==> src/rtl/data_4x4_row_loader_if.sv <==
// -----------------------------------------------------------------------------
// data_4x4_row_loader_if
//
// Purpose : Bundles the row-input and tile-output handshakes of the
//           4x4 row loader into one interface.
//
// Signals : in_valid  - producer presents a row on in_row
//           in_ready  - loader accepts a row this cycle
//           in_row    - one 4-element row, element 0 in the MSBs (4*W bits)
//           out_valid - out_data holds a complete tile
//           out_ready - consumer takes the tile this cycle
//           out_data  - 4x4 tile, row 0 in the MSBs (16*W bits)
//
// Modports: master - producer/consumer side (testbench or neighbouring stages)
//           slave  - the loader itself
// -----------------------------------------------------------------------------
interface data_4x4_row_loader_if #(
    parameter int W = 8
) ();

    logic              in_valid;
    logic              in_ready;
    logic [4*W-1:0]    in_row;
    logic              out_valid;
    logic              out_ready;
    logic [16*W-1:0]   out_data;

    modport master (
        output in_valid,
        output in_row,
        output out_ready,
        input  in_ready,
        input  out_valid,
        input  out_data
    );

    modport slave (
        input  in_valid,
        input  in_row,
        input  out_ready,
        output in_ready,
        output out_valid,
        output out_data
    );

endinterface

==> src/rtl/data_4x4_row_loader.sv <==
// -----------------------------------------------------------------------------
// data_4x4_row_loader
//
// Purpose : Packs four consecutive 4-element rows into one 4x4 tile and
//           presents it as a registered 16*W-bit word for data_4x4_transform.
//           Accepts one row per clock with no bubbles while the consumer is
//           ready; holds at most one tile in assembly and one in the output
//           register, and stalls the producer while a finished tile waits.
//
// Ports   : clk  - system clock, rising edge
//           rst  - synchronous, active-high reset
//           bus  - data_4x4_row_loader_if.slave
//                  (in_valid/in_ready/in_row, out_valid/out_ready/out_data)
// -----------------------------------------------------------------------------
module data_4x4_row_loader #(
    parameter int W = 8
) (
    input  logic                   clk,
    input  logic                   rst,
    data_4x4_row_loader_if.slave   bus
);

    localparam int ROW_W  = 4 * W;
    localparam int TILE_W = 16 * W;

    // S_PEND: a complete tile sits in row0..row3 waiting for the output
    // register; the producer is stalled so rows 0..2 are not overwritten.
    typedef enum logic {
        S_FILL = 1'b0,
        S_PEND = 1'b1
    } state_t;

    state_t              state;
    state_t              state_nxt;

    logic [1:0]          row_cnt;
    logic [ROW_W-1:0]    row0;
    logic [ROW_W-1:0]    row1;
    logic [ROW_W-1:0]    row2;
    logic [ROW_W-1:0]    row3;

    logic                out_valid_q;
    logic [TILE_W-1:0]   out_data_q;

    logic                in_fire;
    logic                out_free;
    logic                last_row;
    logic                load_direct;
    logic                load_pend;

    // in_ready depends only on state and rst, never on out_ready.
    assign bus.in_ready  = (state == S_FILL) && !rst;
    assign bus.out_valid = out_valid_q;
    assign bus.out_data  = out_data_q;

    // -------------------------------------------------------------------------
    // Next-state and load decisions
    // -------------------------------------------------------------------------
    always_comb begin
        // NOTE: every always_comb output gets a default first so that no
        // path leaves a signal unassigned, which would infer a latch.
        state_nxt   = state;
        in_fire     = bus.in_valid && bus.in_ready;
        out_free    = !out_valid_q || bus.out_ready;
        last_row    = in_fire && (row_cnt == 2'd3);
        // The two loads are exclusive: in S_PEND in_ready is 0, so no row fires.
        load_direct = last_row && out_free;
        load_pend   = (state == S_PEND) && out_free;

        case (state)
            S_FILL: if (last_row && !out_free) state_nxt = S_PEND;
            S_PEND: if (out_free)              state_nxt = S_FILL;
            default:                           state_nxt = S_FILL;
        endcase
    end

    // -------------------------------------------------------------------------
    // State register
    // -------------------------------------------------------------------------
    always_ff @(posedge clk) begin
        // NOTE: sequential state uses non-blocking assignments so every
        // register samples pre-edge values regardless of block ordering.
        if (rst) begin
            state <= S_FILL;
        end else begin
            state <= state_nxt;
        end
    end

    // -------------------------------------------------------------------------
    // Row counter and output register
    // -------------------------------------------------------------------------
    always_ff @(posedge clk) begin
        if (rst) begin
            row_cnt     <= 2'd0;
            out_valid_q <= 1'b0;
            out_data_q  <= '0;
        end else begin
            if (in_fire) begin
                row_cnt <= row_cnt + 2'd1;   // 3 wraps to 0 naturally
            end

            if (load_direct) begin
                out_data_q  <= {row0, row1, row2, bus.in_row};
                out_valid_q <= 1'b1;
            end else if (load_pend) begin
                out_data_q  <= {row0, row1, row2, row3};
                out_valid_q <= 1'b1;
            end else if (bus.out_ready) begin
                out_valid_q <= 1'b0;         // out_data keeps its last value
            end
        end
    end

    // -------------------------------------------------------------------------
    // Assembly buffer
    // -------------------------------------------------------------------------
    // NOTE: the row storage is deliberately not reset: its contents are only
    // read after row_cnt (which is reset) has walked over them again, so
    // clearing it would cost reset fan-out for no behavioural difference.
    always_ff @(posedge clk) begin
        if (in_fire) begin
            case (row_cnt)
                2'd0:    row0 <= bus.in_row;
                2'd1:    row1 <= bus.in_row;
                2'd2:    row2 <= bus.in_row;
                default: if (!out_free) row3 <= bus.in_row;
            endcase
        end
    end

endmodule

==> src/flat_wrapper.sv <==
// flat-port wrapper written by rule: the top's interface ports become plain ports
module data_4x4_row_loader_flat 
#(
    parameter int W = 8
)
  (clk, rst, bus_in_valid, bus_in_row, bus_out_ready, bus_in_ready, bus_out_valid, bus_out_data);
  data_4x4_row_loader_if #(.W(W)) bus_i ();
  input  logic clk;
  input  logic rst;
  input wire logic [$bits(bus_i.in_valid)-1:0] bus_in_valid;
  input wire logic [$bits(bus_i.in_row)-1:0] bus_in_row;
  input wire logic [$bits(bus_i.out_ready)-1:0] bus_out_ready;
  output wire logic [$bits(bus_i.in_ready)-1:0] bus_in_ready;
  output wire logic [$bits(bus_i.out_valid)-1:0] bus_out_valid;
  output wire logic [$bits(bus_i.out_data)-1:0] bus_out_data;
  assign bus_i.in_valid = bus_in_valid;
  assign bus_i.in_row = bus_in_row;
  assign bus_i.out_ready = bus_out_ready;
  assign bus_in_ready = bus_i.in_ready;
  assign bus_out_valid = bus_i.out_valid;
  assign bus_out_data = bus_i.out_data;
  data_4x4_row_loader #(.W(W)) u_core (.clk(clk), .rst(rst), .bus(bus_i));
endmodule
==> config.mk <==
export PLATFORM = sky130hd
export DESIGN_NAME = data_4x4_row_loader_flat
export DESIGN_NICKNAME = d
export VERILOG_FILES = /design/src/rtl/data_4x4_row_loader_if.sv /design/src/rtl/data_4x4_row_loader.sv /design/src/flat_wrapper.sv
export SDC_FILE = /design/constraint.sdc
export NUM_CORES = 1
export LEC_CHECK = 0
export CELL_PAD_IN_SITES_DETAIL_PLACEMENT = 1
export CELL_PAD_IN_SITES_GLOBAL_PLACEMENT = 2
export CORE_MARGIN = 2
export CORE_UTILIZATION = 38
export CTS_BUF_LIST = sky130_fd_sc_hd__clkbuf_8 sky130_fd_sc_hd__clkbuf_16
export CTS_CLUSTER_SIZE = 40
export DETAILED_ROUTE_END_ITERATION = 12
export GPL_TIMING_DRIVEN = 0
export PLACE_DENSITY = 0.81
export SLEW_MARGIN = 5
export SYNTH_ARGS = -nofsm -noshare
export SYNTH_HDL_FRONTEND = slang
export SYNTH_SLANG_ARGS = --single-unit
==> constraint.sdc <==
create_clock -name clk -period 5.6 [get_ports clk]
set_input_delay 1.68 -clock clk [delete_from_list [all_inputs] [get_ports clk]]
set_output_delay 1.68 -clock clk [all_outputs]
set_load 0.01 [all_outputs]
# == Word-level counts from Yosys, hierarchy flattened ==
# Index checks and enable logic that the tools add are counted.
# word_totals
inputBits,36
ff_bits,260
# classes
n_eq_ne,3
muxes,8
add_sub_neg,1
reduce_logical,18
bitwise,3
# ops
operator,count
128-bit 2-to-1 mux,2
1-bit logical AND,6
2-bit AND reduction,3
1-bit 2-to-1 mux,5
2-bit == test (second input constant),2
1-bit logical NOT,3
1-bit inverter,3
3-bit AND reduction,1
3-bit nonzero test,1
3-bit OR reduction,1
2-bit by 1-bit adder with 2-bit output (second input constant),1
2-bit by 1-bit == test with 1-bit output (second input constant),1
2-bit logical NOT,1
1-bit case mux with 2 select lines,1
2-bit nonzero test,1
1-bit logical OR,1

# == Logic depth before layout (Yosys ltp) ==
# depth
word_depth,7
mapped_depth,7

# == Worst setup path before layout ==
# Ideal clock, no wire load.
# synth_path
path_type,input -> output
from,input rst
to,output bus_in_ready
arrival_ns,2.225
setup_slack_ns,1.695
path_buffers,2
required_time_ns,3.920
path_stages,3
path_cell_list,buf_2 -> buf_1 -> nor2_1
# synth_via
elab_chain_len,2
# synth_lines
element,line_no,text
from (decl),flat_wrapper.sv:9,input logic rst;
1-bit logical NOT,data_4x4_row_loader.sv:52,assign bus.in_ready = (state == S_FILL) && !rst;
1-bit logical AND,data_4x4_row_loader.sv:52,
to (decl),flat_wrapper.sv:13,output wire logic [$bits(bus_i.in_ready)-1:0] bus_in_ready;
# No other way between the ends.

# == Worst setup path in the final report ==
# Ends and elaborated chain as after synthesis.

==> reports/metrics.cfg <==
[synthesis]
ys_ff_latch = 260
syn_inst = 805
syn_area_sq_um = 9890
syn_area_per_cell_sq_um = 12.3
yosysUniqueCellTypes = 31
ys_seq_area_frac = 0.656
mappedNetlistNets = 846
synth_warnings = 0
synthFlopType = dfxtp_1
synthArstFlopShare = 0
synth_edf_count = 128

[placement]
dp_hpwl_um = 21700
io_buffers = 165
place_congestion = 0.745
dp_slack_ps = 414

[drt]
drc = 0
routed_wl_um = 31300
viasPerCell = 5.64
wl_per_cell_um = 23.1
vias = 7652
drtIter0Drc = 559
drt_first_pass_iters = 4
ant_nets = 0

[global_routing]
grt_pass1_wl_um = 47200
grt_pass1_vias = 8027
grt_max_degree = 33
antenna_found_initial = 0
grt-ovfl-total = 0
track_usage = 0.228

[outcome]
status = finished, final reports clean

[floorplanning]
core.rowCount = 59
start_util = 0.383
die_y_um = 165
fp.coreArea_sq_um = 25800
die_w_um = 165
dieArea_sq_um = 27300
ios = 166

[clock_tree]
cts_tree = done
cts_root_buffer = clkbuf_16
postCtsHoldBufs = 0
clk_path_buf_depth = 3
insertion_delay_ps = 540
clk_pin_slew_ps = 60
ctsResizeCount = 0
h-tree-depth = 1
cts_made_buffers = 28
cts_setup_buffers = 0
clock-sinks = 260

[worst_setup_path]
cpLargestDelayFamily = buffers and inverters
worst-setup-path-type = input port to output pin
critPathMaxFanout = 10
crit_top_cell = clkdlybuf4s50_1
slowest_delay_ps = 540
reg2reg_depth = 5
required_ps = 3920
crit_chain = clkdlybuf4s50_1 -> buf_2 -> buf_1 -> nor2_1 -> clkdlybuf4s50_1
cp-end-kind = output pin
cp_num_cells = 5
cp.arrival_ps = 3560
worst_setup_path_start_kind = input port
crit_slowest_cell = clkdlybuf4s50_1
critPathBufInv = 4

[pwr]
power_mw = 4.01
pwr_density_cell_nw_per_um2 = 312
peakVddDrop_mv = 0.164
static-leakage-power_nw = 4.02

[finish]
drive_gt1_frac = 0.118
layout.cells.most_common_list = clkdlybuf4s50_1 (165), dfxtp_1 (132), edfxtp_1 (128), o31ai_1 (97), a21oi_1 (97)
fin_util = 0.498
area_growth_pct = 30.1
antennaDiodeCount = 0
final_common_cell = clkdlybuf4s50_1
nets = 1041

[timing]
slew_headroom = 0.442
setup_viol = 0
layout_setup_ws_ps = 359
rsz0062_at_grt = no
skew_ps = 22.7
worst_slew_pin_slew_ps = 837
fmax_mhz = 191
setup_tns_ps = 0
hold_viol_final = 0
min_period_ps = 5240
slew_violations = 0
fin_crit_sh = 0.936
hold_ws_ps = 471

[worst_hold_path]
min_path_type = register to register
holdPathStages = 2

[flow_run]
maxCapViolCount = 0

## layout make-up
class,instances,area (sq um)
Tap cell,335,419
Sequential cell,260,6490
Inverter,2,7.51
Buffer,101,453
Clock inverter,21,149
Timing Repair Buffer,165,1650
Clock buffer,31,753
Multi-Input combinational cell,442,2950
Fill cell,2728,13000
## registers in the layout, summed over array words and instances, names as in the netlist
signal                cells
u_core.bus.out_valid      1
u_core.row0              32
u_core.state              1
u_core.bus.out_data     128
u_core.row1              32
u_core.row_cnt            2
u_core.row2              32
u_core.row3              32
## synth_stat cells, types with 2 or more instances
cell	instances	area, sq um
dfxtp_1	132	2640
edfxtp_1	128	3840
a21oi_1	97	485
o31ai_1	97	728
nand4_1	96	601
clkbuf_1	65	244
nand2_1	55	206
a31oi_1	32	200
a311oi_2	30	450
buf_2	26	130
nand2_2	10	62.6
ha_1	5	62.6
buf_4	4	30.0
and2_1	3	18.8
buf_1	3	11.3
a311oi_1	2	17.5
buf_6	2	22.5
inv_1	2	7.51
nand2b_1	2	12.5
nor2_1	2	7.51
nor2b_1	2	12.5
## power by group
| part | switching, mW | internal [mW] | leakage (nW) |
|---|---|---|---|
| combinational | 0.122 | 0.0503 | 1.31 |
| sequential | 0.0112 | 2.03 | 2.23 |
| clock | 0.753 | 1.05 | 0.481 |
| total | 0.886 | 3.13 | 4.02 |
## worst min-delay path, stage by stage (launching register included)
cell and delay (ps):
dfxtp_1 310, o31ai_1 60, a21oi_1 60
## routing by layer
| layer | vias up | wire length, um | track usage |
|---|---|---|---|
| met4 | 0 | 675 | 0.0580 |
| met2 | 207 | 15100 | 0.383 |
| met5 | - | 0 | 0 |
| met1 | 3859 | 13900 | 0.311 |
| met3 | 50 | 1560 | 0.0322 |
| li1 | 3536 | - | - |
## per-stage QoR
| step | area (sq um) | instances |
|---|---|---|
| after CTS | 12900 | 1357 |
| after global routing | 12900 | 1357 |
| final | 12900 | 1357 |
| after global placement | 12000 | 1305 |
| after floorplan | 9890 | 805 |
| after detailed placement | 12000 | 1305 |
## final timing paths
path	startpoint	end	slack, ps
max reg2reg	u_core.bus.out_valid	u_core.row3[21]	2870
max	rst	bus_in_ready	360
min reg2reg	u_core.bus.out_data[55]	u_core.bus.out_data[55]	470
min	u_core.bus.out_data[55]	u_core.bus.out_data[55]	470
## logic make-up (layout without fill, tap and decap cells)
kind of cell / Yosys count / count (layout) / share of synthesized area
buffers and inverters: 103 / 320 / 0.0466
AO/OA/AOI/OAI: 260 / 260 / 0.192
XOR/XNOR: 1 / 1 / 0.000886
AND/OR/NAND/NOR: 176 / 176 / 0.0982
flip-flops: 260 / 260 / 0.656
adder cells (fa/ha/maj): 5 / 5 / 0.00633
(Power assumes the default switching activity.)
